File: src/rtl/mem_1r1w_sync_fifo_ctrl_pkg.sv
// Shared helpers for the 1R1W synchronous FIFO controller.
// Sizing functions used to derive pointer and count widths from the parameters.
package mem_1r1w_sync_fifo_ctrl_pkg;

   // Never returns zero, so a width derived from it is always a legal vector width.
   function automatic int safe_clog2(input int value);
      return (value <= 1) ? 1 : $clog2(value);
   endfunction

   // Pointer carries one wrap bit above the slot address.
   function automatic int ptr_width(input int els);
      return safe_clog2(els) + 1;
   endfunction

endpackage

File: src/rtl/mem_1r1w_sync_fifo_valid_pipe.sv
// Occupancy mirror of the memory's output pipeline: holds one valid bit per stage,
// derives the per-stage advance enables and whether stage 0 can take a new read.
module mem_1r1w_sync_fifo_valid_pipe #(
   parameter int pipeline_output_p = 2
) (
   input  logic                         clk_i,
   input  logic                         reset_n_i,
   input  logic                         ready_i,
   input  logic                         r_v_i,
   output logic [pipeline_output_p-1:0] valid_o,
   output logic                         s0_free_o
);

   logic [pipeline_output_p-1:0] r_valid;
   logic [pipeline_output_p-1:0] w_valid_nxt;
   logic [pipeline_output_p-1:0] w_hole;
   logic [pipeline_output_p-1:0] w_adv;

   // w_hole[j]: some stage at j or beyond is empty, so everything from j onward can shift.
   always_comb begin : hole_scan
      logic v_hole;
      // NOTE: every combinational output gets a default before any conditional logic, so no latch is inferred.
      w_hole = '0;
      v_hole = 1'b0;
      for (int j = 0; j < pipeline_output_p; j++) begin
         v_hole = 1'b0;
         for (int k = j; k < pipeline_output_p; k++) begin
            v_hole = v_hole | ~r_valid[k];
         end
         w_hole[j] = v_hole;
      end
   end

   // Bit 0 of the advance vector doubles as "stage 0 free": ~valid[0] | adv[1] folds into it.
   assign w_adv     = {pipeline_output_p{ready_i}} | w_hole;
   assign s0_free_o = w_adv[0];

   always_comb begin
      w_valid_nxt = r_valid;
      if (r_v_i) begin
         w_valid_nxt[0] = 1'b1;
      end else if (w_adv[0]) begin
         w_valid_nxt[0] = 1'b0;
      end
      for (int j = 1; j < pipeline_output_p; j++) begin
         if (w_adv[j]) begin
            w_valid_nxt[j] = r_valid[j-1];
         end
      end
   end

   // NOTE: sequential state is written only with non-blocking assignments; async reset clears the valid bits.
   always_ff @(posedge clk_i or negedge reset_n_i) begin
      if (!reset_n_i) begin
         r_valid <= '0;
      end else begin
         r_valid <= w_valid_nxt;
      end
   end

   assign valid_o = r_valid;

endmodule

File: src/rtl/mem_1r1w_sync_fifo_ctrl.sv
// Single-clock FIFO control around a 1R1W synchronous memory with an output pipeline.
// Owns the write/read pointers and occupancy count; the valid mirror lives in the sub-module.
module mem_1r1w_sync_fifo_ctrl
   import mem_1r1w_sync_fifo_ctrl_pkg::*;
#(
   parameter int width_p           = 8,
   parameter int els_p             = 16,
   parameter int pipeline_output_p = 2,
   localparam int addr_width_lp    = safe_clog2(els_p),
   localparam int count_width_lp   = safe_clog2(els_p + pipeline_output_p + 1)
) (
   input  logic                         clk_i,
   input  logic                         reset_n_i,

   input  logic [width_p-1:0]           data_i,
   input  logic                         v_i,
   output logic                         ready_o,

   output logic [width_p-1:0]           data_o,
   output logic                         v_o,
   input  logic                         ready_i,

   output logic                         mem_w_v_o,
   output logic [addr_width_lp-1:0]     mem_w_addr_o,
   output logic [width_p-1:0]           mem_w_data_o,
   output logic                         mem_r_v_o,
   output logic [addr_width_lp-1:0]     mem_r_addr_o,
   input  logic [width_p-1:0]           mem_r_data_i,
   output logic                         mem_output_ready_o,
   output logic [pipeline_output_p-1:0] mem_valid_pipe_o,

   output logic [count_width_lp-1:0]    count_o
);

   localparam int ptr_width_lp = ptr_width(els_p);

   logic [ptr_width_lp-1:0]      r_wptr;
   logic [ptr_width_lp-1:0]      r_rptr;
   logic [ptr_width_lp-1:0]      w_used;
   logic                         w_full;
   logic                         w_empty;
   logic                         w_write;
   logic                         w_read;
   logic                         w_s0_free;
   logic [pipeline_output_p-1:0] w_valid;
   logic [count_width_lp-1:0]    w_in_pipe;

   assign w_empty = (r_wptr == r_rptr);
   assign w_full  = (r_wptr[addr_width_lp] != r_rptr[addr_width_lp]) &&
                    (r_wptr[addr_width_lp-1:0] == r_rptr[addr_width_lp-1:0]);

   assign w_write = v_i & ~w_full;
   // A memory slot is released at read time: the word now lives in pipe stage 0.
   assign w_read  = ~w_empty & w_s0_free;

   always_ff @(posedge clk_i or negedge reset_n_i) begin
      if (!reset_n_i) begin
         r_wptr <= '0;
         r_rptr <= '0;
      end else begin
         if (w_write) begin
            r_wptr <= r_wptr + ptr_width_lp'(1);
         end
         if (w_read) begin
            r_rptr <= r_rptr + ptr_width_lp'(1);
         end
      end
   end

   mem_1r1w_sync_fifo_valid_pipe #(
      .pipeline_output_p(pipeline_output_p)
   ) u_valid_pipe (
      .clk_i    (clk_i),
      .reset_n_i(reset_n_i),
      .ready_i  (ready_i),
      .r_v_i    (w_read),
      .valid_o  (w_valid),
      .s0_free_o(w_s0_free)
   );

   // Occupancy from registers only: words parked in memory plus words in flight in the pipe.
   assign w_used = r_wptr - r_rptr;

   always_comb begin
      w_in_pipe = '0;
      for (int j = 0; j < pipeline_output_p; j++) begin
         w_in_pipe = w_in_pipe + count_width_lp'(w_valid[j]);
      end
   end

   assign count_o            = count_width_lp'(w_used) + w_in_pipe;

   assign ready_o            = ~w_full;
   assign mem_w_v_o          = w_write;
   assign mem_w_addr_o       = r_wptr[addr_width_lp-1:0];
   assign mem_w_data_o       = data_i;

   assign mem_r_v_o          = w_read;
   assign mem_r_addr_o       = r_rptr[addr_width_lp-1:0];
   assign mem_output_ready_o = ready_i;
   assign mem_valid_pipe_o   = w_valid;

   assign v_o                = w_valid[pipeline_output_p-1];
   assign data_o             = mem_r_data_i;

endmodule

File: config.mk
export PLATFORM = sky130hd
export DESIGN_NAME = mem_1r1w_sync_fifo_ctrl
export DESIGN_NICKNAME = d
export VERILOG_FILES = /design/src/rtl/mem_1r1w_sync_fifo_ctrl_pkg.sv /design/src/rtl/mem_1r1w_sync_fifo_valid_pipe.sv /design/src/rtl/mem_1r1w_sync_fifo_ctrl.sv
export SDC_FILE = /design/constraint.sdc
export NUM_CORES = 1
export LEC_CHECK = 0
export BUFFER_PORTS_ARGS = -buffer_cell sky130_fd_sc_hd__buf_4
export CAP_MARGIN = 20
export CORE_ASPECT_RATIO = 0.8
export CORE_UTILIZATION = 44
export CTS_CLUSTER_DIAMETER = 150
export DETAILED_ROUTE_END_ITERATION = 16
export PLACE_DENSITY = 0.89
export SYNTH_ARGS = -nofsm -noshare
export SYNTH_HDL_FRONTEND = slang
export SYNTH_HIERARCHICAL = 1
export SYNTH_SLANG_ARGS = --single-unit
File: constraint.sdc
create_clock -name clk_i -period 2.9 [get_ports clk_i]
set_input_delay 0.58 -clock clk_i [delete_from_list [all_inputs] [get_ports clk_i]]
set_output_delay 0.58 -clock clk_i [all_outputs]
set_load 0.005 [all_outputs]
# Word-level counts from Yosys, hierarchy flattened
# Index checks and enable logic that the tools add are counted.
totals:
  in_bits: 20
  wordCells: 24
  reg_bits: 12
op_classes:
  eq_ne: 3
  reduce_logical: 2
  add_sub_neg: 5
  n_mux: 2
  bitwise_logic: 8
op_table:
  columns: ["op", "n"]
  rows:
  - ["adder 5 x 1 -> 5 bit (second input constant)", 2]
  - ["adder 5 x 2 -> 5 bit", 1]
  - ["equality test 5 bit", 1]
  - ["subtractor 5 bit", 1]
  - ["equality test 4 bit", 1]
  - ["inverter 1 bit", 4]
  - ["adder 1 x 1 -> 2 bit", 1]
  - ["bitwise AND 1 bit", 2]
  - ["2-to-1 mux 1 bit", 2]
  - ["bitwise OR 2 bit", 1]
  - ["nonzero test 2 bit", 1]
  - ["logical AND 1 bit", 1]
  - ["!= test 1 bit", 1]
  - ["bitwise OR 1 bit", 1]

# Longest topological paths before layout
# Gate-level depths: netlist of run 1.
depth:
  word_depth: 5
  mapped_depth: 8

# Modules after synthesis
# The synthesis of run 1 kept the hierarchy.
modules_own_cells:
  columns: ["mod", "instances", "area_each_um2", "seq_area_each_um2", "cells_per_inst"]
  rows:
  - ["mem_1r1w_sync_fifo_ctrl", 1, 939.7, 250.2, 99]
  - ["mem_1r1w_sync_fifo_valid_pipe", 1, 87.6, 50.0, 6]

# Least setup slack after synthesis of run 1
# No wires, ideal clock.
synth_path:
  path_type: "register -> output"
  startpoint: "reg r_rptr[0]"
  endpoint: "out count_o[4]"
  arrival_time_ns: 1.960
  path_slack_ns: 0.360
  stages_incl_launch_ff: 8
  required_ns: 2.320
  path_cell_list: "dfrtp_1 > ha_1 > fa_1 > fa_1 > inv_1 > a21o_1 > a21oi_1 > xnor2_1"
synth_via:
  elab_chain_len: 2
synth_rtl:
  columns: ["item", "line_no", "rtl"]
  rows:
  - ["from (decl)", "mem_1r1w_sync_fifo_ctrl.sv:38", "logic [ptr_width_lp-1:0] r_rptr;"]
  - ["from (signal assigned)", "mem_1r1w_sync_fifo_ctrl.sv:65", "r_rptr <= r_rptr + ptr_width_lp'(1);"]
  - ["subtractor 5 bit", "mem_1r1w_sync_fifo_ctrl.sv:82", "assign w_used = r_wptr - r_rptr;"]
  - ["adder 5 x 2 -> 5 bit", "mem_1r1w_sync_fifo_ctrl.sv:91", "assign count_o = count_width_lp'(w_used) + w_in_pipe;"]
  - ["to (decl)", "mem_1r1w_sync_fifo_ctrl.sv:32", "output logic [count_width_lp-1:0] count_o"]
# Every way passes these cells.

# Worst setup path in the final report of run 1
# Ends and elaborated chain as after synthesis.

==> results.sh, run 1 <==
export IMPL_cp_required_ns=2.32
export IMPL_setup_violations=0
export IMPL_setup_worst_path_end_class="output pin"
export IMPL_p_leak_nw=0.559
export IMPL_coreArea_mm2=0.00218
export IMPL_drtPass1Iterations=2
export IMPL_std_cell_rows=15
export IMPL_drc_errors=0
export IMPL_drive_gt1_frac=0.404
export IMPL_cp_max_fo=2
export IMPL_die_width_um=56.0
export IMPL_post_place_cells=129
export IMPL_antenna_found_initial=0
export IMPL_clkTransAtPathRegs_ns=0.08
export IMPL_critPathTopFamily="adder cells"
export IMPL_worst_pin_slew_ns=0.405
export IMPL_start_util=0.472
export IMPL_fin_area_mm2=0.00111
export IMPL_synthCells=105
export IMPL_seq_area_frac_synth=0.292
export IMPL_worst_path_most_repeated_cell="fa_2"
export IMPL_crit_path_start_kind="flop"
export IMPL_min_period_ns=2.80
export IMPL_viasPerCell=4.83
export IMPL_io_buffers=23
export IMPL_ys_ff_latch=12
export IMPL_synth_edf_count=0
export IMPL_path_buf_inv=2
export IMPL_grt_total_usage=0.149
export IMPL_layout_cells_non_filler=134
export IMPL_seqCellArea_um2=302
export IMPL_peakVddDrop_v=0.00102
export IMPL_skew_ns=0.00436
export IMPL_grt_max_degree=13
export IMPL_avgSynthCellArea_um2=9.78
export IMPL_crit_path_max_incr_delay_ns=0.42
export IMPL_clock_path_buffers=2
export IMPL_drt_iter0_drc=9
export IMPL_worstPathCellList="ha_4, fa_2, fa_2, inv_2, a21o_1, a21oi_2, xnor2_1, buf_4"
export IMPL_hold_path_class="input pin to async pin"
export IMPL_cts_hold_fix_buffers=0
export IMPL_syn_to_final_growth_pct=8.16
export IMPL_grt_first_pass_wirelength_mm=2.80
export IMPL_crit_slowest_cell="dfrtp_1"
export IMPL_clk_latency_ns=0.28
export IMPL_finalHoldViolCount=0
export IMPL_cts_root_buf="clkbuf_4"
export IMPL_layout_nets=142
export IMPL_multiInputGateArea_um2=493
export IMPL_fin_util=0.510
export IMPL_maxCapViolations=0
export IMPL_fin_crit_sh=0.964
export IMPL_synth_cell_type_count=21
export IMPL_yosys_warnings=6
export IMPL_ioPinCount=56
export IMPL_vias=647
export IMPL_cts_sinks=12
export IMPL_async_reset_ff_frac=1.00
export IMPL_post_dp_hpwl_mm=1.41
export IMPL_syn_area_mm2=0.00103
export IMPL_dieArea_mm2=0.00253
export IMPL_gp_congestion=0.800
export IMPL_numCtsBuffers=3
export IMPL_cts_tree="built"
export IMPL_status="completed"
export IMPL_synthesis_nets=136
export IMPL_slew_headroom=0.728
export IMPL_htree_levels=1
export IMPL_routedWlPerCell_um=13.6
export IMPL_die_h_um=45.2
export IMPL_ant_nets=0
export IMPL_ys_top_cells_by_area="dfrtp_1 29%, buf_4 19%, ha_1 11%"
export IMPL_critical_path_arrival_ns=2.22
export IMPL_critPathKind="flop to output pin"
export IMPL_synth_top_area_share=0.292
export IMPL_power_density_mw_per_mm2=1700
export IMPL_post_dp_cell_area_mm2=0.00105
export IMPL_drv_slew=0
export IMPL_nFillCells=211
export IMPL_grt_overflow=0
export IMPL_routed_wirelength_mm=1.82
export IMPL_grt_pass1_vias=627
export IMPL_fmax_mhz=358
export IMPL_synthFlopType="dfrtp_1"
export IMPL_yosysTopAreaCell="dfrtp_1"
export IMPL_antennaDiodeCount=0
path summary, 6_finish.rpt:
check,slack [ns],cells after the start,from,end
worst max register to register,1.03,4,r_wptr[2]$_DFFE_PN0P_,r_rptr[1]$_DFFE_PN0P_
worst min-delay path,0.12,1,reset_n_i,r_wptr[4]$_DFFE_PN0P_
max in group asynchronous,2.61,1,reset_n_i,u_valid_pipe/valid_o[1]$_DFFE_PN0P_
worst min register to register,0.53,1,r_rptr[4]$_DFFE_PN0P_,r_rptr[4]$_DFFE_PN0P_
min in group clk_i,0.53,1,r_rptr[4]$_DFFE_PN0P_,r_rptr[4]$_DFFE_PN0P_
worst max-delay path,0.10,8,r_rptr[0]$_DFFE_PN0P_,count_o[4]
final cells by class:
| class | count | share of cell area |
|---|---|---|
| clock buffer | 3 | 0.0203 |
| sequential | 12 | 0.271 |
| multi-input combinational | 51 | 0.444 |
| inverter | 16 | 0.0541 |
| timing repair buffer | 27 | 0.182 |
| tap | 25 | 0.0282 |
cells in the final DEF, fill, tap and decap left out:
cell type and instances:
a21oi_1 2, xnor2_1 9, nand2b_1 1, dfrtp_2 1
nand3b_4 1, nand3_1 3, nor3_1 2, ha_4 1
nand2_1 3, buf_4 27, dfrtp_1 11, a21o_1 3
fa_2 2, inv_2 2, xor2_1 5, nor2_1 3
mux2_2 1, a2111oi_2 1, clkbuf_4 3, ha_1 8
o31ai_2 2, xor2_2 1, a21oi_2 1, mux2_1 1
inv_1 14, nor2_2 1
sequential cells by signal, summed over array words and instances (netlist names):
signal                cells
r_rptr                    5
r_wptr                    5
u_valid_pipe/valid_o      2
Yosys cell counts, types with 2 or more instances:
master / n
a21o_1: 3
a21oi_1: 3
buf_4: 26
dfrtp_1: 12
fa_1: 2
ha_1: 9
inv_1: 16
nand2_1: 3
nand3_1: 3
nor2_1: 3
nor3_1: 2
o31ai_2: 2
xnor2_1: 9
xor2_1: 5
layer usage:
layer	vias to the layer above	part of all wire	global-route usage
met5	-	0	0
met4	0	0.011	0.0390
met3	5	0.063	0.0458
met2	26	0.49	0.257
met1	305	0.43	0.186
li1	311	-	-
cells by family (layout without fill, tap and decap cells):
family | Yosys count | in the layout | synth area share
compound gates | 9 | 9 | 0.0755
xor+xnor | 15 | 15 | 0.135
fa+ha+maj | 11 | 11 | 0.149
buf+inv | 42 | 46 | 0.248
flops | 12 | 12 | 0.292
mux | 2 | 2 | 0.0219
simple gates | 14 | 14 | 0.0780
power breakdown:
part           internal (mW)  switching, mW  total, mW  leakage (nW)
Combinational          0.777          0.649       1.43         0.409
Clock                 0.0482         0.0586      0.107        0.0138
Sequential             0.256         0.0957      0.352         0.137
worst reg2reg max path: cells and delay by family, from the launching register on:
kind,cells,cell delay [ns]
adders and majority gates,1,0.34
muxes,1,0.38
AOI/OAI and AO/OA,1,0.40
and+or+nand+nor,1,0.19
DFF,1,0.45
stage by stage:
stage	total power, mW	worst slack, ns	hold WS (ns)	setup TNS (ns)
detailed placement	1.71	0.139	0.430	0
floorplan	1.21	0.360	0.284	0
CTS	1.83	0.0175	0.130	0
finish	1.88	0.104	0.122	0
global placement	1.64	0.238	0.425	0
global route	2.07	-0.00373	0.124	-0.00373
timing repair:
action / in CTS / in global routing
pin swaps: 0 / 3
resized for setup: 2 / 5
buffers inserted: 1 / 1
endpoints found under the setup margin: 1 / 1
Power figures use the tool's default switching activity.
==> run 2, diff against run 1 <==
==> constraint.sdc (replaced) <==
create_clock -name clk_i -period 3 [get_ports clk_i]
set_input_delay 0.45 -clock clk_i [delete_from_list [all_inputs] [get_ports clk_i]]
set_output_delay 0.45 -clock clk_i [all_outputs]
set_load 0.005 [all_outputs]
==> run 2 against run 1 <==
Against the previous run:
- first-iteration DRC count is 33% higher
- final cell count fell by 0.75%
- hold slack gained 0.36 ns
- non-clock buffer count down 2
- clock power rose by 21%
- highest routed layer unchanged
- sequential power is 1% higher
==> results.sh, run 2 (synthesis results as in run 1) <==
export IMPL_fin_crit_sh=0.948
export IMPL_die_h_um=45.2
export IMPL_drv_slew=0
export IMPL_hold_path_class="input pin to flop"
export IMPL_setup_violations=0
export IMPL_dieArea_mm2=0.00253
export IMPL_pre_cts_ws_ns=0.384
export IMPL_numCtsBuffers=3
export IMPL_grt_first_pass_wirelength_mm=2.69
export IMPL_final_cell_mix="24 x buf_4, 16 x inv_1, 10 x dfrtp_1"
export IMPL_power_density_mw_per_mm2=1590
export IMPL_setup_tns_ns=0
export IMPL_fmax_mhz=352
export IMPL_drtPass1Iterations=2
export IMPL_p_leak_nw=0.560
export IMPL_routedWlPerCell_um=12.2
export IMPL_viasPerCell=4.86
export IMPL_crit_path_start_kind="flop"
export IMPL_syn_to_final_growth_pct=6.33
export IMPL_gp_congestion=0.802
export IMPL_crit_slowest_cell="dfrtp_2"
export IMPL_grt_pass1_vias=607
export IMPL_worst_pin_slew_ns=0.402
export IMPL_clock_path_buffers=2
export IMPL_cts_tree="built"
export IMPL_io_buffers=23
export IMPL_post_place_cells=127
export IMPL_finalHoldViolCount=0
export IMPL_drc_errors=0
export IMPL_ant_nets=0
export IMPL_grt_max_degree=13
export IMPL_start_util=0.472
export IMPL_rrSetupSlack_ns=1.12
export IMPL_crit_path_max_incr_delay_ns=0.42
export IMPL_cp_required_ns=2.55
export IMPL_grt_total_usage=0.141
export IMPL_vias=646
export IMPL_drive_gt1_frac=0.343
export IMPL_fin_util=0.502
export IMPL_routed_wirelength_mm=1.63
export IMPL_layout_cells_non_filler=133
export IMPL_grt_overflow=0
export IMPL_layout_nets=140
export IMPL_setup_worst_path_end_class="output pin"
export IMPL_cts_sinks=12
export IMPL_min_period_ns=2.84
export IMPL_antennaDiodeCount=0
export IMPL_clkTransAtPathRegs_ns=0.07
export IMPL_maxCapViolations=0
export IMPL_skew_ns=0.00540
export IMPL_htree_levels=1
export IMPL_critPathKind="flop to output pin"
export IMPL_clk_latency_ns=0.28
export IMPL_drt_iter0_drc=12
export IMPL_critical_path_arrival_ns=2.39
export IMPL_ioPinCount=56
export IMPL_die_width_um=56.0
export IMPL_slew_headroom=0.730
export IMPL_worstPathCellList="inv_1, ha_1, fa_1, fa_1, inv_1, a21o_1, a21oi_1, xnor2_1, buf_4"
export IMPL_rsz0062_at_grt="false"
export IMPL_critPathTopFamily="adder cells"
export IMPL_fin_ws_ns=0.157
export IMPL_coreArea_mm2=0.00218
export IMPL_layout_cells_most_common="buf_4"
export IMPL_peakVddDrop_v=0.00121
export IMPL_std_cell_rows=15
export IMPL_cts_root_buf="clkbuf_4"
export IMPL_antenna_found_initial=0
export IMPL_cp_max_fo=5
export IMPL_path_buf_inv=3
export IMPL_nFillCells=215
export IMPL_status="completed"
export IMPL_post_dp_hpwl_mm=1.30
## run 2: path summary, 6_finish.rpt
check | depth (start not counted) | end | from
setup reg to reg | 4 | r_rptr[1]$_DFFE_PN0P_ | r_wptr[1]$_DFFE_PN0P_
setup / recovery | 9 | count_o[4] | u_valid_pipe/valid_o[1]$_DFFE_PN0P_
hold reg to reg | 1 | r_wptr[4]$_DFFE_PN0P_ | r_wptr[4]$_DFFE_PN0P_
max in group asynchronous | 2 | r_rptr[0]$_DFFE_PN0P_ | reset_n_i
min in group asynchronous | 2 | r_rptr[4]$_DFFE_PN0P_ | reset_n_i
hold / removal | 3 | u_valid_pipe/valid_o[1]$_DFFE_PN0P_ | ready_i
## run 2: worst register-to-register path, stage by stage (launching register included)
cell     delay [ns]
dfrtp_1        0.44
ha_1           0.37
nand3_1        0.19
o31ai_2        0.39
mux2_2         0.38
## run 2: timing repair
action,in CTS,in global routing
hold endpoints to repair,12,0
setup endpoints to repair,0,1
buffers inserted,0,1
hold buffers,1,0
resized for setup,0,2
## run 2: final cells by class
type | count | area (um^2) | area share
Clock buffer | 4 | 36.3 | 0.0332
Inverter | 16 | 60.1 | 0.0550
Multi-Input combinational cell | 51 | 472 | 0.432
Sequential cell | 12 | 303 | 0.277
Tap cell | 25 | 31.3 | 0.0286
Timing Repair Buffer | 25 | 190 | 0.174
## run 2: report_power, final
| part | total (mW) | switching (mW) | internal (mW) |
|---|---|---|---|
| sequential | 0.356 | 0.107 | 0.249 |
| clock | 0.130 | 0.0561 | 0.0739 |
| combinational | 1.25 | 0.559 | 0.692 |
| total | 1.74 | 0.722 | 1.01 |
## run 2: routing by layer
layer  GRT usage  part of all wire  wire, um
met2       0.233              0.46       746
met5           0                 0         0
met1       0.181              0.46       754
met3      0.0458             0.071       116
met4      0.0390            0.0049         8
## run 2: per-stage QoR
step | area (um^2) | power, mW | hold slack [ns]
2_1_floorplan | 1030 | 1.17 | 0.154
3_3_place_gp | 1040 | 1.56 | 0.295
3_5_place_dp | 1040 | 1.61 | 0.297
4_1_cts | 1080 | 1.75 | 0.473
5_1_grt | 1090 | 1.92 | 0.483
6_report | 1090 | 1.74 | 0.478
==> run 3, diff against run 2 <==
CELL_PAD_IN_SITES_DETAIL_PLACEMENT = 1   (was not set)
CELL_PAD_IN_SITES_GLOBAL_PLACEMENT = 2   (was not set)
CORE_UTILIZATION = 24   (was 44)
PLACE_DENSITY = 0.87   (was 0.89)
==> run 3 against run 2 <==
Against the previous run:
- critical path depth is 1 lower
- sequential share of layout area fell by 0.78 points
- cell area increased by 2.1%
- hold slack worse by 0.43 ns
- global-route usage is 4.3 points lower
- first-iteration DRC count down 50%
- maximum frequency down 0.72%
- via count grew 1.9%
- final cell count is 20% higher
- clock skew down 0.0028 ns
==> results.sh, run 3 (synthesis results as in run 1) <==
export IMPL_setup_worst_path_end_class="output pin"
export IMPL_finalHoldViolCount=0
export IMPL_power_density_mw_per_mm2=1570
export IMPL_io_buffers=23
export IMPL_std_cell_rows=20
export IMPL_reg2reg_depth=4
export IMPL_cp_required_ns=2.55
export IMPL_setup_violations=0
export IMPL_p_leak_nw=0.553
export IMPL_antennaDiodeCount=0
export IMPL_drive_gt1_frac=0.314
export IMPL_die_width_um=75.1
export IMPL_post_dp_hpwl_mm=1.65
export IMPL_routed_wirelength_mm=1.98
export IMPL_worst_pin_slew_ns=0.426
export IMPL_layout_nets=138
export IMPL_maxCapViolations=0
export IMPL_rr_startpoint="r_wptr[1]$_DFFE_PN0P_"
export IMPL_slew_headroom=0.714
export IMPL_rsz0062_at_grt="false"
export IMPL_die_h_um=60.5
export IMPL_numCtsBuffers=3
export IMPL_critical_path_arrival_ns=2.41
export IMPL_start_util=0.260
export IMPL_routedWlPerCell_um=12.4
export IMPL_gp_congestion=0.773
export IMPL_cts_tree="built"
export IMPL_htree_levels=1
export IMPL_cts_sinks=12
export IMPL_ioPinCount=56
export IMPL_antenna_found_initial=0
export IMPL_skew_ns=0.00257
export IMPL_hold_path_class="input pin to async pin"
export IMPL_cts_root_buf="clkbuf_8"
export IMPL_clkTransAtPathRegs_ns=0.05
export IMPL_min_period_ns=2.86
export IMPL_nFillCells=474
export IMPL_seqCellArea_um2=300
export IMPL_cts_hold_fix_buffers=0
export IMPL_clock_path_buffers=2
export IMPL_layout_cells_non_filler=160
export IMPL_peakVddDrop_v=0.000370
export IMPL_fin_area_mm2=0.00111
export IMPL_grt_first_pass_wirelength_mm=3.28
export IMPL_post_dp_cell_area_mm2=0.00107
export IMPL_syn_to_final_growth_pct=8.53
export IMPL_critPathKind="flop to output pin"
export IMPL_crit_path_end="count_o[4]"
export IMPL_status="completed"
export IMPL_multiInputGateArea_um2=472
export IMPL_critPathLaunch="r_rptr[0]$_DFFE_PN0P_"
export IMPL_crit_path_start_kind="flop"
export IMPL_fin_crit_sh=0.954
export IMPL_rrSetupSlack_ns=1.10
export IMPL_drtPass1Iterations=2
export IMPL_dieArea_mm2=0.00455
export IMPL_grt_total_usage=0.0975
export IMPL_drc_errors=0
export IMPL_layout_cells_most_common="buf_4"
export IMPL_vias=658
export IMPL_coreArea_mm2=0.00395
export IMPL_grt_overflow=0
export IMPL_cp_max_fo=6
export IMPL_fmax_mhz=349
export IMPL_grt_pass1_vias=692
export IMPL_final_cell_mix="23 x buf_4, 16 x inv_1, 12 x dfrtp_1"
export IMPL_fin_util=0.282
export IMPL_drv_slew=0
export IMPL_setup_tns_ns=0
export IMPL_postCtsSetupBuffers=0
export IMPL_pre_cts_ws_ns=0.379
export IMPL_drt_iter0_drc=6
export IMPL_post_place_cells=157
export IMPL_viasPerCell=4.11
export IMPL_ant_nets=0
export IMPL_clk_latency_ns=0.24
export IMPL_fin_ws_ns=0.137
export IMPL_reg2reg_to="r_rptr[1]$_DFFE_PN0P_"
export IMPL_cts_resized=0
export IMPL_grt_max_degree=13
-- run 3: cell types whose count changed in the layout (fill, tap and decap cells not counted), sizes merged --
cell,before,now
clkbuf,4,3
dlygate4sd3,1,0
buf,24,23
-- run 3: final cells by class --
class                   count  share of cell area
clock buffers               3              0.0370
inverters                  16              0.0539
multi-input cells          51               0.423
flip-flops and latches     12               0.269
well taps                  55              0.0617
repair buffers             23               0.155
-- run 3: worst max-delay path: stages, from the launching register on --
cell,delay (ns)
dfrtp_1,0.47
ha_1,0.35
fa_1,0.41
fa_1,0.42
inv_1,0.07
a21o_1,0.11
a21oi_1,0.07
xnor2_1,0.15
buf_4,0.13
-- run 3: worst min-delay path by stage --
stage,slack (ns),to,from
after floorplan,0.15,r_rptr[0]$_DFFE_PN0P_,reset_n_i
after global placement,0.30,u_valid_pipe/valid_o[1]$_DFFE_PN0P_,reset_n_i
after detailed placement,0.31,u_valid_pipe/valid_o[0]$_DFFE_PN0P_,reset_n_i
after CTS,0.05,r_wptr[0]$_DFFE_PN0P_,reset_n_i
after global routing,0.05,r_wptr[0]$_DFFE_PN0P_,reset_n_i
final,0.05,r_wptr[0]$_DFFE_PN0P_,reset_n_i
-- run 3: through the flow --
step | hold WS [ns] | power (mW)
6_report | 0.0515 | 1.75
5_1_grt | 0.0534 | 1.94
3_5_place_dp | 0.308 | 1.64
2_1_floorplan | 0.154 | 1.17
3_3_place_gp | 0.299 | 1.59
4_1_cts | 0.0503 | 1.80
-- run 3: per-layer routing --
metal / global-route usage / part of all wire
met1: 0.120 / 0.45
met2: 0.156 / 0.44
met3: 0.0432 / 0.10
met4: 0.0291 / 0.0040
met5: 0 / 0
-- run 3: report_power, final --
part	internal [mW]	switching, mW	total, mW	leakage, nW
combinational	0.683	0.554	1.24	0.394
sequential	0.247	0.123	0.370	0.137
clock	0.0881	0.0548	0.143	0.0216
total	1.02	0.732	1.75	0.553
